===== src/rtl/wb_arbiter_pkg.sv =====
// Shared register-file definitions for the write-back stage and reg_file.
// Holds the register index/data widths, the register count, the hardwired
// zero register index, and the load-return FIFO entry layout.
package wb_arbiter_pkg;

  localparam int IDX_W    = 4;
  localparam int DATA_W   = 32;
  localparam int NUM_REGS = 1 << IDX_W;

  localparam logic [IDX_W-1:0] REG_ZERO = '0;

  // One buffered load return. A set squash bit means a younger ALU write
  // already committed to the same register, so this entry must not be written.
  typedef struct packed {
    logic [IDX_W-1:0]  index;
    logic [DATA_W-1:0] data;
    logic              squash;
  } wb_entry_t;

endpackage


===== src/rtl/wb_fifo.sv =====
// Load-return FIFO for the write-back arbiter.
// Ports:
//   clk, rst             clock, async active-low reset (empties the FIFO)
//   push/push_index/data write a new entry at the tail (caller checks not full)
//   pop                  drop the head entry (caller checks not empty)
//   squash_en/index      mark every entry with a matching index as squashed,
//                        including the entry being pushed in the same cycle
//   count                number of valid entries, 0..DEPTH
//   head                 entry at the read pointer
module wb_fifo
  import wb_arbiter_pkg::*;
#(
  parameter int DEPTH = 4,
  localparam int PTR_W = $clog2(DEPTH),
  localparam int CNT_W = PTR_W + 1
) (
  input  logic              clk,
  input  logic              rst,
  input  logic              push,
  input  logic [IDX_W-1:0]  push_index,
  input  logic [DATA_W-1:0] push_data,
  input  logic              pop,
  input  logic              squash_en,
  input  logic [IDX_W-1:0]  squash_index,
  output logic [CNT_W-1:0]  count,
  output wb_entry_t         head
);

  wb_entry_t        mem [DEPTH];
  logic [PTR_W-1:0] wr_ptr;
  logic [PTR_W-1:0] rd_ptr;

  assign head = mem[rd_ptr];

  always_ff @(posedge clk or negedge rst) begin
    if (!rst) begin
      wr_ptr <= '0;
      rd_ptr <= '0;
      count  <= '0;
      for (int i = 0; i < DEPTH; i++) mem[i] <= '0;
    end else begin
      // Stale (invalid) slots may get squashed too; harmless, a push overwrites them.
      for (int i = 0; i < DEPTH; i++) begin
        if (squash_en && (mem[i].index == squash_index)) mem[i].squash <= 1'b1;
      end
      // The tail write comes last so it wins over the broadcast for that slot.
      if (push) begin
        mem[wr_ptr] <= '{index:  push_index,
                         data:   push_data,
                         squash: squash_en && (squash_index == push_index)};
        wr_ptr <= wr_ptr + 1'b1;
      end
      if (pop) rd_ptr <= rd_ptr + 1'b1;
      case ({push, pop})
        2'b10:   count <= count + 1'b1;
        2'b01:   count <= count - 1'b1;
        default: count <= count;
      endcase
    end
  end

endmodule


===== src/rtl/wb_arbiter.sv =====
// Write-back arbiter: sole driver of the reg_file write port.
// Merges single-cycle ALU results with buffered load returns, keeps in-order
// register semantics via squash bits, never writes r0, and bounds load
// starvation by stalling the ALU for one cycle after STARVE_LIMIT bypasses.
// Ports:
//   clk, rst                         clock, async active-low reset
//   alu_wr_en/index/data             ALU result (ignored while alu_stall=1)
//   mem_valid/wr_index/wr_data       load return, accepted when mem_ready=1
//   mem_ready                        FIFO not full (registered count)
//   alu_stall                        upstream must hold its ALU result
//   wr_en/wr_reg_index/wr_reg_data   registered write port to reg_file
module wb_arbiter
  import wb_arbiter_pkg::*;
#(
  parameter int DEPTH        = 4,
  parameter int STARVE_LIMIT = 3
) (
  input  logic              clk,
  input  logic              rst,
  input  logic              alu_wr_en,
  input  logic [IDX_W-1:0]  alu_wr_index,
  input  logic [DATA_W-1:0] alu_wr_data,
  input  logic              mem_valid,
  output logic              mem_ready,
  input  logic [IDX_W-1:0]  mem_wr_index,
  input  logic [DATA_W-1:0] mem_wr_data,
  output logic              alu_stall,
  output logic              wr_en,
  output logic [IDX_W-1:0]  wr_reg_index,
  output logic [DATA_W-1:0] wr_reg_data
);

  localparam int CNT_W = $clog2(DEPTH) + 1;
  localparam int STV_W = $clog2(STARVE_LIMIT + 1);

  logic [CNT_W-1:0] count;
  wb_entry_t        head;
  logic [STV_W-1:0] starve_cnt;
  logic             fifo_empty;
  logic             alu_sel;
  logic             push;
  logic             pop;

  assign fifo_empty = (count == '0);
  assign mem_ready  = (count < CNT_W'(DEPTH));
  assign alu_stall  = (starve_cnt >= STV_W'(STARVE_LIMIT));
  assign alu_sel    = alu_wr_en & ~alu_stall;
  assign push       = mem_valid & mem_ready;
  // Stall implies a non-empty FIFO, so the head always drains on a stall cycle.
  assign pop        = ~alu_sel & ~fifo_empty;

  wb_fifo #(.DEPTH(DEPTH)) u_fifo (
    .clk          (clk),
    .rst          (rst),
    .push         (push),
    .push_index   (mem_wr_index),
    .push_data    (mem_wr_data),
    .pop          (pop),
    .squash_en    (alu_sel),
    .squash_index (alu_wr_index),
    .count        (count),
    .head         (head)
  );

  // Counter cannot pass STARVE_LIMIT: reaching it forces a pop next cycle.
  always_ff @(posedge clk or negedge rst) begin
    if (!rst) begin
      starve_cnt <= '0;
    end else if (fifo_empty || pop) begin
      starve_cnt <= '0;
    end else if (alu_sel) begin
      starve_cnt <= starve_cnt + 1'b1;
    end
  end

  always_ff @(posedge clk or negedge rst) begin
    if (!rst) begin
      wr_en        <= 1'b0;
      wr_reg_index <= '0;
      wr_reg_data  <= '0;
    end else if (alu_sel) begin
      wr_en        <= (alu_wr_index != REG_ZERO);
      wr_reg_index <= alu_wr_index;
      wr_reg_data  <= alu_wr_data;
    end else if (pop) begin
      wr_en        <= ~head.squash && (head.index != REG_ZERO);
      wr_reg_index <= head.index;
      wr_reg_data  <= head.data;
    end else begin
      wr_en        <= 1'b0;
    end
  end

endmodule


===== config.mk =====
export PLATFORM = sky130hd
export DESIGN_NAME = wb_arbiter
export DESIGN_NICKNAME = d
export VERILOG_FILES = /design/src/rtl/wb_arbiter_pkg.sv /design/src/rtl/wb_fifo.sv /design/src/rtl/wb_arbiter.sv
export SDC_FILE = /design/constraint.sdc
export NUM_CORES = 1
export LEC_CHECK = 0
export CAP_MARGIN = 10
export CELL_PAD_IN_SITES_DETAIL_PLACEMENT = 0
export CELL_PAD_IN_SITES_GLOBAL_PLACEMENT = 1
export CORE_MARGIN = 5
export CORE_UTILIZATION = 30
export DETAILED_ROUTE_END_ITERATION = 10
export GPL_TIMING_DRIVEN = 0
export PLACE_DENSITY = 0.56
export SKIP_CTS_REPAIR_TIMING = 1
export SLEW_MARGIN = 30
export SYNTH_ARGS = -nofsm -noshare
export SYNTH_HDL_FRONTEND = slang
export SYNTH_SLANG_ARGS = --single-unit

===== constraint.sdc =====
create_clock -name clk -period 2.4 [get_ports clk]
set_input_delay 0.72 -clock clk [delete_from_list [all_inputs] [get_ports clk]]
set_output_delay 0.72 -clock clk [all_outputs]
set_load 0.005 [all_outputs]

==> results.tsv, run 1 <==
metric	value	unit
run status	finished, final reports clean	
# Max-Cap Violations	0	
Fillers	2745	
slew of the pin with the lowest slew margin	0.7318	ns
FF-to-FF End	u_fifo.count[1]	
Unique masters post-synth	28	
Post-Route Utilization	0.3837	
Power Total	14.62	mW
Placer Congestion	0.7333	
Top FF cell, synth	dfrtp_1	
P per Cell Area	1324	mW/mm²
row count	62	
first-pass GRT wire length	35980	µm
die area	0.03277	mm²
Critical R2R Launch	u_fifo.count[2]	
Most Crowded Layer GR	met2	
post-DR vias/cell	4.785	
fmax	437.7	MHz
Post-synth EDFFs	0	
vias	5364	
port buffer count	110	
Ys Warns	0	
final slew viol count	0	
Final Setup Violations	0	
final period utilization	0.9519	
Post-Place Worst Slack	-0.4514	ns
TritonCTS clock tree	built	
DRT Pass-1 Iters	4	
Die W	181.0	µm
later-pin clock latency in the skew report	0.43	ns
leak pwr	4.622	nW
Setup CP Type	input pin to flop	
Post-Route WL	22310	µm
Detailed Place HPWL	15680	µm
Async S/R FF share, synth	1.000	
DRC viols	0	
Overflow after GRT	0	
largest net degree at the start of global routing	90	
Worst Path Required	2.76	ns
# diodes	0	
Clock Sinks	194	
Synth Register Bits	194	
Syn Nets	676	
commonest cells after routing, fill and taps aside	194 x dfrtp_1, 140 x mux2_2, 109 x clkdlybuf4s50_1	
Num CTS Buffers	17	
GR Util met1	0.1829	
routed wirelength normalized by instance count	19.90	µm
Area Overhead vs Synth	25.85	%
largest cells by area after synthesis	dfrtp_1 55%, mux2_2 18%, mux4_2 9.5%	
Post-Syn Area per Cell	14.80	µm²
clk root buf	clkbuf_16	
Worst slew margin	0.5122	
HP Class	input pin to async pin	
Gate Count Post-Synth	593	
post-route ant nets	0	
layout cell share with drive strength beyond 1	0.3351	
CP startpoint kind	input pin	
post-synthesis sequential area ratio	0.5532	
Clock Skew	0.01178	ns
area leader, netlist	dfrtp_1	
I/O pins	115	
CP Capture Type	flop	
Reg2Reg Depth	7	
worst vdd ir	0.4947	mV
r2r setup slk	0.17	ns
met2 Use GR	0.2373	
CORE AREA	0.02878	mm²
vias in the first global route	6159	
largest fanout on the critical path	10	
top cell type's share of synthesized area	0.5532	
met3 GRT Util	0.03740	
initial core utilization	0.3049	
CTS max path bufs	2	
Final #Nets	807	
Final Hold Fails	0	
Tmin final	2.285	ns
GRT Overall Usage	0.1403	
initial drt markers	166	
clk slew on worst S/H paths	0.08	ns
Post-Synthesis Cell Area	0.008776	mm²
number of H-tree levels	4	
CP Data Arrival Time	2.64	ns
final setup margin	0.1155	ns
RSZ-0062 raised after global routing	no	
Die Y	181.0	µm
most common cell after layout, fill and taps aside	dfrtp_1	
initial antenna violation count	2	
-- power by group --
| part | internal [mW] | total, mW | switching [mW] | leakage [nW] |
|---|---|---|---|---|
| Clock | 1.69 | 2.99 | 1.30 | 0.296 |
| Sequential | 4.92 | 5.80 | 0.888 | 2.34 |
| Combinational | 3.47 | 5.83 | 2.35 | 1.98 |
| Total | 10.1 | 14.6 | 4.54 | 4.62 |
-- per-stage QoR --
stage / TNS (ns) / instances / hold WS, ns / area (µm²)
floorplan: 0 / 593 / 0.4156 / 8776
global placement: -1426.26 / 1087 / 0.4279 / 10360
detailed placement: -25.35 / 1089 / 0.4447 / 10420
CTS: -0.1482 / 1121 / 0.1164 / 11030
global route: 0 / 1121 / 0.1268 / 11040
finish: 0 / 1121 / 0.1282 / 11040
-- area by class of cell --
cell class                 count  area (µm²)  area share
sequential                   194        4855      0.4396
multi-input combinational    354        3700      0.3350
timing repair buffer         112        1161      0.1051
tap                          384       480.5     0.04350
clock buffer                  19       442.9     0.04010
buffer                        38       205.2     0.01858
clock inverter                13       173.9     0.01575
inverter                       7       26.28    0.002379
-- cells in the mapped netlist (all sizes together), types with 2 or more instances --
| library cell | instances |
|---|---|
| nor2 | 2 |
| xor2 | 17 |
| buf | 29 |
| clkbuf | 9 |
| mux4 | 37 |
| mux2i | 41 |
| xnor2 | 9 |
| nor3 | 6 |
| mux2 | 144 |
| nor2b | 2 |
| nand2 | 42 |
| o21ai | 37 |
| dfrtp | 194 |
| a31oi | 4 |
| ha | 6 |
| o41ai | 2 |
| inv | 7 |
-- layer usage --
metal	wire, µm	vias up	share of wire
li1	-	2405	-
met1	10060	2828	0.45
met2	10980	109	0.49
met3	1059	18	0.047
met4	185	4	0.0083
met5	24	-	0.0011
-- kinds of logic after synthesis --
family	share of synthesized area
fa+ha+maj	0.01084
compound gates	0.02595
xor+xnor	0.02595
simple gates	0.03151
mux	0.3265
buf+inv	0.02609
flops	0.5532
-- registers in the layout, indices dropped and copies added (netlist names) --
name           flops
wr_reg_data       32
u_fifo.count       3
wr_en              1
u_fifo.rd_ptr      2
u_fifo.mem       148
starve_cnt         2
wr_reg_index       4
u_fifo.wr_ptr      2
-- critical path, stage by stage --
cell and delay, ns:
clkdlybuf4s50_1 0.40, nor2b_1 0.13, buf_2 0.22, nor2_4 0.15, ha_1 0.20, inv_1 0.06, fa_1 0.37, xor2_1 0.15
nor2_1 0.11, xnor2_1 0.13
-- worst max-delay path by stage --
| stage | from | end | slack [ns] | depth (start not counted) |
|---|---|---|---|---|
| 2_1_floorplan | alu_wr_en | u_fifo.count[2] | 0.19 | 9 |
| 3_3_place_gp | rst | wr_reg_index[1] | -7.25 | 1 |
| 3_5_place_dp | alu_wr_en | u_fifo.count[2] | -0.45 | 10 |
| 4_1_cts | u_fifo.count[2] | u_fifo.count[1] | -0.08 | 7 |
| 5_1_grt | alu_wr_en | u_fifo.count[2] | 0.0002 | 10 |
| 6_report | alu_wr_en | u_fifo.count[2] | 0.12 | 10 |
(Power assumes the default switching activity.)
==> run 2: changes to the inputs <==
--- a/config.mk
+++ b/config.mk
@@ -12,7 +12,7 @@
 export CORE_UTILIZATION = 30
 export DETAILED_ROUTE_END_ITERATION = 10
 export GPL_TIMING_DRIVEN = 0
-export PLACE_DENSITY = 0.56
+export PLACE_DENSITY_LB_ADDON = 0.25
 export SKIP_CTS_REPAIR_TIMING = 1
 export SLEW_MARGIN = 30
 export SYNTH_ARGS = -nofsm -noshare
==> run 2 against run 1 <==
  * Power rose by 0.98%
  * Clock skew fell by 0.0025 ns
  * Clock power rose by 5%
  * Largest power group is now registers
==> results.tsv, run 2 (same netlist as run 1, synthesis figures left out) <==
metric	value	unit	change
die area	0.03277	mm²	unchanged
final setup margin	0.1205	ns	+0.005034 ns
biggest regs	u_fifo.mem x148, wr_reg_data x32, wr_reg_index x4		
later-pin clock latency in the skew report	0.43	ns	about the same
HP Class	input pin to async pin		
clk slew on worst S/H paths	0.07	ns	about the same
Detailed Place HPWL	15700	µm	+0.13%
post-DR vias/cell	4.703		-1.7%
largest stage delay on the critical path	0.39	ns	about the same
P per Cell Area	1333	mW/mm²	+0.67%
setup tns final	0	ns	unchanged
Worst Path Required	2.76	ns	about the same
Top delay family on crit path	buffers and inverters		
layout cell share with drive strength beyond 1	0.3365		+0.001357
Post-Route Utilization	0.3849		+0.001174
vias in the first global route	6183		+0.39%
Setup CP Type	input pin to flop		
leak pwr	4.647	nW	+0.55%
Final Hold Fails	0		unchanged
number of H-tree levels	4		unchanged
routed wirelength normalized by instance count	19.53	µm	-1.9%
r2r setup slk	0.18	ns	about the same
Reg with most FFs	u_fifo.mem		
Final Setup Violations	0		unchanged
final slew viol count	0		unchanged
port buffer count	110		unchanged
crit path buf inv count	3		unchanged
first-pass GRT wire length	35410	µm	-1.6%
Reg2Reg Depth	7		unchanged
Placer Congestion	0.7347		+0.19%
GRT Overall Usage	0.1374		-0.002931
max reg flops	148		unchanged
largest fanout on the critical path	10		unchanged
CP startpoint kind	input pin		
clk root buf	clkbuf_16		
row count	62		unchanged
fin area	0.01108	mm²	+0.31%
Die W	181.0	µm	unchanged
fmax	438.7	MHz	+0.22%
Post-Route WL	21900	µm	-1.9%
RSZ-0062 raised after global routing	no		
Crit-path slowest cell	clkdlybuf4s50_1		
Die Y	181.0	µm	unchanged
Post-DP Area	0.01042	mm²	unchanged
initial drt markers	168		+1.2%
# diodes	0		unchanged
Area Overhead vs Synth	26.23	%	
Tmin final	2.279	ns	-0.005034 ns
most common cell after layout, fill and taps aside	dfrtp_1		
commonest cells after routing, fill and taps aside	194 x dfrtp_1, 140 x mux2_2, 109 x clkdlybuf4s50_1		
post-route ant nets	0		unchanged
CP Capture Type	flop		
worst vdd ir	0.4481	mV	-9.4%
CP Cell Sequence	clkdlybuf4s50_1 > nor2b_1 > buf_2 > nor2_4 > ha_1 > inv_1 > fa_1 > xor2_1 > nor2_1 > xnor2_1		
DRT Pass-1 Iters	5		+1
initial antenna violation count	2		unchanged
TritonCTS clock tree	built		
CP Data Arrival Time	2.64	ns	about the same
Num CTS Buffers	17		unchanged
Final #Nets	807		unchanged
largest net degree at the start of global routing	84		-6.7%
slew of the pin with the lowest slew margin	0.6723	ns	-0.05945 ns
Clock Sinks	194		unchanged
DRC viols	0		unchanged
FF-to-FF End	u_fifo.count[1]		
Overflow after GRT	0		unchanged
CORE AREA	0.02878	mm²	unchanged
final period utilization	0.9498		-0.002098
Critical R2R Launch	u_fifo.count[2]		
initial core utilization	0.3049		unchanged
Clock Skew	0.009285	ns	-0.002493 ns
CTS max path bufs	2		unchanged
Worst slew margin	0.5518		+0.03963
I/O pins	115		unchanged
run status	finished, final reports clean		
Post-Place Worst Slack	-0.4523	ns	-0.0008300 ns
vias	5272		-1.7%
# Max-Cap Violations	0		unchanged
## run 2: changes by cell type in the layout (fill, tap and decap cells not counted)
cell	before	now
clkinvlp_4	2	0
inv_8	1	3
inv_6	3	5
bufinv_16	3	4
clkbuf_1	10	9
clkinv_4	3	1
## run 2: layout make-up
class                      count  area, µm²
buffer                        38      205.2
clock buffer                  18      439.2
clock inverter                14      211.5
fill                        2721      17700
inverter                       7      26.28
multi-input combinational    354       3700
sequential                   194       4855
tap                          384      480.5
timing repair buffer         112       1161
## run 2: report_power, final
| group | total (mW) | internal [mW] | switching, mW |
|---|---|---|---|
| registers | 5.82 | 4.92 | 0.901 |
| logic | 5.81 | 3.47 | 2.33 |
| clock network | 3.14 | 1.81 | 1.33 |
## run 2: how the worst max path moves through the flow
stage	startpoint	end	slack, ns	depth (start not counted)
6_report	alu_wr_en	u_fifo.count[2]	0.12	10
4_1_cts	alu_wr_en	u_fifo.count[2]	-0.01	10
5_1_grt	alu_wr_en	u_fifo.count[2]	0.05	10
2_1_floorplan	alu_wr_en	u_fifo.count[2]	0.19	9
3_5_place_dp	alu_wr_en	u_fifo.count[2]	-0.45	10
3_3_place_gp	rst	wr_reg_index[1]	-7.15	1
## run 2: metrics by stage
stage | cells | hold slack, ns | power (mW)
6_report | 1121 | 0.1607 | 14.77
3_3_place_gp | 1087 | 0.4270 | 11.50
5_1_grt | 1121 | 0.1623 | 15.76
4_1_cts | 1121 | 0.1531 | 15.02
2_1_floorplan | 593 | 0.4156 | 9.643
3_5_place_dp | 1089 | 0.4388 | 11.82
## run 2: layer usage
metal  share of wire  routed length, µm  global-route usage  vias to the layer above
li1                -                  -                   -                     2403
met1            0.44               9648              0.1783                     2751
met2            0.51              11130              0.2337                      100
met3           0.044                967             0.03740                       14
met4          0.0059                129             0.02612                        4
met5          0.0012                 27                   0                        -
==> run 3: changes to the inputs <==
--- a/config.mk
+++ b/config.mk
@@ -5,6 +5,7 @@
 export SDC_FILE = /design/constraint.sdc
 export NUM_CORES = 1
 export LEC_CHECK = 0
+export ABC_CLOCK_PERIOD_IN_PS = 2400
 export CAP_MARGIN = 10
 export CELL_PAD_IN_SITES_DETAIL_PLACEMENT = 0
 export CELL_PAD_IN_SITES_GLOBAL_PLACEMENT = 1
@@ -14,7 +15,6 @@
 export GPL_TIMING_DRIVEN = 0
 export PLACE_DENSITY_LB_ADDON = 0.25
 export SKIP_CTS_REPAIR_TIMING = 1
-export SLEW_MARGIN = 30
 export SYNTH_ARGS = -nofsm -noshare
 export SYNTH_HDL_FRONTEND = slang
 export SYNTH_SLANG_ARGS = --single-unit
==> run 3 against run 2 <==
  * Die area unchanged
  * Critical path type unchanged
  * Non-clock buffer count decreased by 1
  * Design area decreased by 0.91%
  * Largest power group unchanged
==> results.tsv, run 3 (same netlist as run 1, synthesis figures left out) <==
metric	value	unit	change
later-pin clock latency in the skew report	0.44	ns	about the same
Crit-path slowest cell	clkdlybuf4s50_1		
HP Class	input pin to async pin		
initial core utilization	0.3049		unchanged
final period utilization	0.9547		+0.004929
clk root buf	clkbuf_16		
Worst Path Required	2.76	ns	about the same
run status	finished, final reports clean		
Final Setup Violations	0		unchanged
I/O pins	115		unchanged
final slew viol count	0		unchanged
P per Cell Area	1312	mW/mm²	-1.6%
layout cell share with drive strength beyond 1	0.3356		-0.0009015
Power Total	14.40	mW	-2.5%
Final #Nets	806		-0.12%
Placer Congestion	0.7347		unchanged
first-pass GRT wire length	35410	µm	unchanged
largest fanout on the critical path	10		unchanged
setup tns final	0	ns	unchanged
Post-Route WL	21920	µm	about the same
DRT Pass-1 Iters	5		unchanged
die area	0.03277	mm²	unchanged
max reg flops	148		unchanged
Detailed Place HPWL	15520	µm	-1.1%
Worst slew margin	0.5513		about the same
Overflow after GRT	0		unchanged
Die Y	181.0	µm	unchanged
fmax	436.4	MHz	-0.52%
CP startpoint kind	input pin		
CP Capture Type	flop		
initial drt markers	212		+26%
initial antenna violation count	1		-1
Num CTS Buffers	17		unchanged
Die W	181.0	µm	unchanged
biggest regs	u_fifo.mem x148, wr_reg_data x32, wr_reg_index x4		
DRC viols	0		unchanged
row count	62		unchanged
number of H-tree levels	4		unchanged
vias	5284		+0.23%
CP Cell Sequence	clkdlybuf4s50_1 > nor2b_1 > buf_2 > nor2_4 > ha_1 > inv_1 > fa_1 > xor2_1 > nor2_1 > xnor2_1		
Final Hold Fails	0		unchanged
Area Overhead vs Synth	25.08	%	
CORE AREA	0.02878	mm²	unchanged
clk slew on worst S/H paths	0.07	ns	about the same
Clock Sinks	194		unchanged
worst vdd ir	0.5014	mV	+12%
routed wirelength normalized by instance count	19.55	µm	about the same
leak pwr	4.589	nW	-1.3%
post-DR vias/cell	4.714		+0.23%
final setup margin	0.1087	ns	-0.01183 ns
vias in the first global route	6070		-1.8%
CP Data Arrival Time	2.65	ns	about the same
Post-Place Worst Slack	-0.4708	ns	-0.01849 ns
Hold Slack	0.2650	ns	+0.1043 ns
GRT Overall Usage	0.1380		+0.0005981
most common cell after layout, fill and taps aside	dfrtp_1		
commonest cells after routing, fill and taps aside	194 x dfrtp_1, 140 x mux2_2, 109 x clkdlybuf4s50_1		
# Max-Cap Violations	0		unchanged
largest net degree at the start of global routing	112		+33%
Reg with most FFs	u_fifo.mem		
Tmin final	2.291	ns	+0.01183 ns
Clock Skew	0.01479	ns	+0.005510 ns
RSZ-0062 raised after global routing	no		
post-route ant nets	0		unchanged
largest stage delay on the critical path	0.39	ns	about the same
Setup CP Type	input pin to flop		
port buffer count	110		unchanged
TritonCTS clock tree	built		
slew of the pin with the lowest slew margin	0.6731	ns	+0.0007946 ns
CTS max path bufs	2		unchanged
[run 3: worst max-delay path, delay by kind of cell]
| kind | cells | cell delay [ns] |
|---|---|---|
| buffers and inverters | 3 | 0.67 |
| XOR/XNOR | 2 | 0.28 |
| AND/OR/NAND/NOR | 3 | 0.39 |
| adder cells (fa/ha/maj) | 2 | 0.58 |
[run 3: worst paths after layout]
path                                   end  depth (start not counted)             from  slack [ns]
setup / recovery           u_fifo.count[2]                         10        alu_wr_en        0.11
hold / removal              u_fifo.mem[52]                          1              rst        0.26
setup reg to reg           u_fifo.count[2]                          9  u_fifo.count[2]        0.18
hold reg to reg              starve_cnt[0]                          1    starve_cnt[0]        0.45
max in group asynchronous   u_fifo.mem[92]                          2              rst        1.14
min in group clk             starve_cnt[0]                          1    starve_cnt[0]        0.45
[run 3: layout make-up]
cell class / instances / area (µm²)
tap: 384 / 480.5
buffer: 38 / 202.7
inverter: 7 / 26.28
clock buffer: 19 / 452.9
clock inverter: 13 / 123.9
sequential: 194 / 4855
antenna: 1 / 2.502
multi-input combinational: 354 / 3700
timing repair buffer: 111 / 1134
fill: 2718 / 17800
[run 3: layer usage]
metal	part of all wire	vias up	track usage
li1	-	2404	-
met3	0.044	14	0.03740
met2	0.50	94	0.2346
met5	0.00059	-	0
met1	0.44	2770	0.1793
met4	0.0073	2	0.02612
[run 3: per-stage QoR]
stage               std cells  cell area [µm²]  utilization
detailed placement       1088            10390       0.3610
global placement         1087            10360       0.3599
CTS                      1120            10970       0.3811
global route             1120            10970       0.3813
finish                   1121            10980       0.3814
floorplan                 593             8776            -
[run 3: power breakdown]
part	total [mW]	leakage, nW	internal (mW)	switching (mW)
registers	5.82	2.34	4.92	0.898
logic	5.79	1.97	3.46	2.32
clock network	2.80	0.276	1.51	1.29
total	14.4	4.59	9.89	4.51
==> patch 1: new RTL, flow settings as in run 2 <==
`IDX_W`: 4 -> 3.
--- a/src/rtl/wb_arbiter_pkg.sv
+++ b/src/rtl/wb_arbiter_pkg.sv
@@ -3,7 +3,7 @@
 // zero register index, and the load-return FIFO entry layout.
 package wb_arbiter_pkg;
 
-  localparam int IDX_W    = 4;
+  localparam int IDX_W    = 3;
   localparam int DATA_W   = 32;
   localparam int NUM_REGS = 1 << IDX_W;
 
Ports: changed (resized alu_wr_index, mem_wr_index and wr_reg_index); port bits go from 115 to 112. The function was not compared with the original's and may differ.
==> patch 1 against run 2 <==
- setup slack got worse by 0.019 ns
- sequential cell count is 5 lower
- hold slack got worse by 0.043 ns
- wire length decreased by 0.36%
- final area is 4.0% lower
- area after synthesis shrank 3.7%
- count of clock-buffer cells in the layout up 2
- power down 6.4%
==> patch 1: results (changes against run 2) <==
minimum clock period=2.30 ns (was 2.28 ns); Placed Area=0.0101 mm^2 (was 0.0104 mm^2); R2R depth=5 (was 7); DR iter-0 viols=173 (was 168); reg-to-reg startpoint=starve_cnt[0]$_DFFE_PN0P_ (was u_fifo.count[2]$_DFFE_PN0P_); CP endpoint=u_fifo.mem[72]$_DFF_PN0_ (was u_fifo.count[2]$_DFFE_PN0P_); vias=5292 (was 5272); first-pass GRT wire length=34.9 mm (was 35.4 mm); syn avg cell area=13.8 um^2 (was 14.8 um^2); Reg2Reg Setup Slack=0.29 ns (was 0.18 ns); synth top area cells=dfrtp_1, mux2_1, mux4_2, a21oi_1, xnor2_1 (was dfrtp_1, mux2_2, mux4_2, mux2i_1, xor2_1); post-DP HPWL=15.5 mm (was 15.7 mm); sequential area share after synthesis=56.0% (was 55.3%); headroom to the max-slew limit=49.3% (was 55.2%); status=complete, no violations (unchanged); maximum vdd drop=0.576 mV (was 0.448 mV); Clock Skew=0.0134 ns (was 0.00928 ns); Nets=820 (was 807); layout cell share with drive strength beyond 1=13.4% (was 33.6%); worst path arrival time=2.63 ns (was 2.64 ns); crit-path leading delay family=buffers and inverters (unchanged); vias in the first global route=6108 (was 6183); Avg Vias per Cell=4.68 (was 4.70); syn nets=692 (was 676); largest net degree at the start of global routing=93 (was 84); cell leakage power=4.47 nW (was 4.65 nW); Pre-antenna DRT Iters=5 (unchanged); Net Switching=4.49 mW (was 4.56 mW); input/output buffers=108 (was 110); Largest stage delay, worst path=0.54 ns (was 0.39 ns); Post-Route WL=21.8 mm (was 21.9 mm); Commonest cells post-synth=dfrtp_1, mux2_1, a21oi_1 (was dfrtp_1, mux2_2, mux2i_1); Largest regs=u_fifo.mem (144), wr_reg_data (32) (was u_fifo.mem (148), wr_reg_data (32), wr_reg_index (4)); placed insts=1099 (was 1089); Total GRT Usage=14.4% (was 13.7%)
patch 1: kinds of logic (layout without fill, tap and decap cells):
kind of cell	count (synthesis)	after routing	synth area share, %
buffers and inverters	48	189	2.77
adders and majority gates	7	7	1.13
and+or+nand+nor	89	89	4.35
AOI/OAI and AO/OA	76	76	4.69
DFF	189	189	56.0
muxes	181	181	28.9
xor gates and xnor gates	21	21	2.18
patch 1: how the worst min path moves through the flow:
stage,from,endpoint,slack (ns),cells past startpoint
floorplan,rst,starve_cnt[0]$_DFFE_PN0P_,0.42,0
global placement,starve_cnt[0]$_DFFE_PN0P_,starve_cnt[0]$_DFFE_PN0P_,0.43,1
detailed placement,starve_cnt[0]$_DFFE_PN0P_,starve_cnt[0]$_DFFE_PN0P_,0.44,1
CTS,rst,u_fifo.count[1]$_DFFE_PN0P_,0.10,1
global route,rst,u_fifo.count[1]$_DFFE_PN0P_,0.10,1
finish,rst,u_fifo.count[1]$_DFFE_PN0P_,0.12,1
patch 1: layer usage:
layer | part of all wire [%] | vias to the layer above | global-route usage (%)
met3 | 3.6 | 23 | 2.81
li1 | - | 2431 | -
met5 | 0.060 | - | 0
met4 | 1.6 | 2 | 4.45
met2 | 51 | 80 | 25.1
met1 | 44 | 2756 | 18.2
patch 1: cell type report:
type | count | area, um^2
inverters | 7 | 26.3
multi-input cells | 374 | 3490
fillers | 2683 | 17100
repair buffers | 110 | 1140
clock inverters | 12 | 126
flip-flops and latches | 189 | 4730
clock buffers | 20 | 447
plain buffers | 40 | 205
well taps | 378 | 473
patch 1: power by group through the flow:
stage	clock network, mW	logic, mW	registers (mW)
after global routing	2.99	5.95	5.88
after CTS	2.86	5.54	5.69
final	2.77	5.38	5.68
after global placement	0	5.34	5.60
after detailed placement	0	5.53	5.75
after floorplan	0	3.59	5.49
patch 1: stage by stage:
| step | hold WS (ns) | util, % |
|---|---|---|
| after global placement | 0.432 | 36.0 |
| after floorplan | 0.419 | - |
| after detailed placement | 0.440 | 36.2 |
| after CTS | 0.103 | 38.3 |
| after global routing | 0.104 | 38.3 |
| final | 0.118 | 38.3 |
==> patch 2: new RTL, flow settings as in run 2 <==
Made on the original files. Reset style: synchronous (`rst`), changed in 3 clocked blocks. Comments in the files are not updated.
--- a/src/rtl/wb_fifo.sv
+++ b/src/rtl/wb_fifo.sv
@@ -32,7 +32,7 @@
 
   assign head = mem[rd_ptr];
 
-  always_ff @(posedge clk or negedge rst) begin
+  always_ff @(posedge clk) begin
     if (!rst) begin
       wr_ptr <= '0;
       rd_ptr <= '0;
--- a/src/rtl/wb_arbiter.sv
+++ b/src/rtl/wb_arbiter.sv
@@ -63,7 +63,7 @@
   );
 
   // Counter cannot pass STARVE_LIMIT: reaching it forces a pop next cycle.
-  always_ff @(posedge clk or negedge rst) begin
+  always_ff @(posedge clk) begin
     if (!rst) begin
       starve_cnt <= '0;
     end else if (fifo_empty || pop) begin
@@ -73,7 +73,7 @@
     end
   end
 
-  always_ff @(posedge clk or negedge rst) begin
+  always_ff @(posedge clk) begin
     if (!rst) begin
       wr_en        <= 1'b0;
       wr_reg_index <= '0;
Behaviour: differs if rst is asserted again (counterexample within 4 cycles, from zero or initial values and one cycle with rst low); with rst held inactive, the same outputs for 4 cycles.
==> patch 2 against run 2 <==
- final area fell by 0.80%
- sequential cell count increased by 2
- setup slack worse by 0.042 ns
- area after synthesis is 0.56% lower
- synthesized cell count increased by 15%
- wire length increased by 16%
- hold slack better by 0.27 ns
Power is not compared: it rests on default switching activity, and its combinational part moved more than twofold at a synthesized area within 25%.
==> patch 2: results (changes against run 2) <==
asr flop ratio synth=0% (was 100%); Total GRT Usage=15.5% (was 13.7%); placer congestion estimate=0.767 (was 0.735); Clock Skew=0.0129 ns (was 0.00928 ns); status=complete, no violations (unchanged); Largest stage delay, worst path=0.43 ns (was 0.39 ns); post-synthesis compound-gate area fraction=5.72% (was 2.59%); syn nets=762 (was 676); largest net degree at the start of global routing=38 (was 84); post-synthesis mux area share=9.55% (was 32.6%); synth top area cells=edfxtp_1, dfxtp_1, and3_1, mux4_2, nand2_1 (was dfrtp_1, mux2_2, mux4_2, mux2i_1, xor2_1); Int Power=6.70 mW; Critical Path Fanout Max=8 (was 10); layout cell share with drive strength beyond 1=11.8% (was 33.6%); input/output buffers=109 (was 110); Max Fclk=431 MHz (was 439 MHz); maximum vdd drop=around 0.46 mV; Nets=891 (was 807); vias in the first global route=6553 (was 6183); R2R depth=5 (was 7); hold crit path type=flop to flop (was input port to asynchronous set/reset pin); Post-Route WL=25.4 mm (was 21.9 mm); Filler Cell Count=2785 (was 2721); pre-CTS setup slack=-0.705 ns (was -0.452 ns); crit-path leading delay family=simple AND/OR/NAND/NOR gates (was buffers and inverters); xor and xnor area share after synthesis=2.31% (was 2.59%); first-pass GRT wire length=38.9 mm (was 35.4 mm); hold_sp=starve_cnt[0]$_SDFFE_PP0P_; Commonest cells post-synth=edfxtp_1, and3_1, nand2_1 (was dfrtp_1, mux2_2, mux2i_1); sequential area share after synthesis=61.6% (was 55.3%); number of flops mapped to enable cells by yosys=145 (was 0); DR iter-0 viols=332 (was 168); post-DP HPWL=16.8 mm (was 15.7 mm); Pre-antenna DRT Iters=4 (was 5); capture point of the worst reg-to-reg path=u_fifo.mem[0][15]$_DFFE_PP_ (was u_fifo.count[1]$_DFFE_PN0P_); synth unique cells=35 (was 28); Clock group=2.86 mW; reg-to-reg startpoint=u_fifo.wr_ptr[0]$_SDFFE_PN0P_ (was u_fifo.count[2]$_DFFE_PN0P_); worst path arrival time=2.69 ns (was 2.64 ns); Tightest Pin Transition=0.968 ns (was 0.672 ns); Hold Slack=0.428 ns (was 0.161 ns); vias=5993 (was 5272); CP endpoint=u_fifo.count[2]$_SDFFE_PN0P_ (was u_fifo.count[2]$_DFFE_PN0P_); Power, Total=~10 mW
## patch 2: cell type report
cell class | count | area (um^2) | area share (%)
repair buffers | 111 | 1110 | 10.1
diodes | 1 | 2.50 | 0.0228
flip-flops and latches | 196 | 5380 | 48.9
multi-input cells | 409 | 3110 | 28.3
well taps | 384 | 480 | 4.37
clock buffers | 18 | 429 | 3.91
plain buffers | 64 | 292 | 2.65
inverters | 9 | 33.8 | 0.307
clock inverters | 14 | 160 | 1.46
## patch 2: metrics by stage
stage               cells  util [%]  area [um^2]  setup TNS, ns
floorplan             679         -         8740              0
global placement     1172      35.9        10300        -153.97
finish               1206      38.3        11000              0
global route         1206      38.3        11000        -0.0228
CTS                  1204      38.0        10900          -6.02
detailed placement   1172      36.0        10300        -108.47
## patch 2: routing by layer
layer | vias up | global-route usage, % | share of wire, %
met5 | - | 0 | 0.051
met4 | 2 | 4.60 | 1.9
met3 | 31 | 3.25 | 5.2
met2 | 161 | 26.3 | 49
met1 | 2985 | 20.1 | 44
li1 | 2814 | - | -
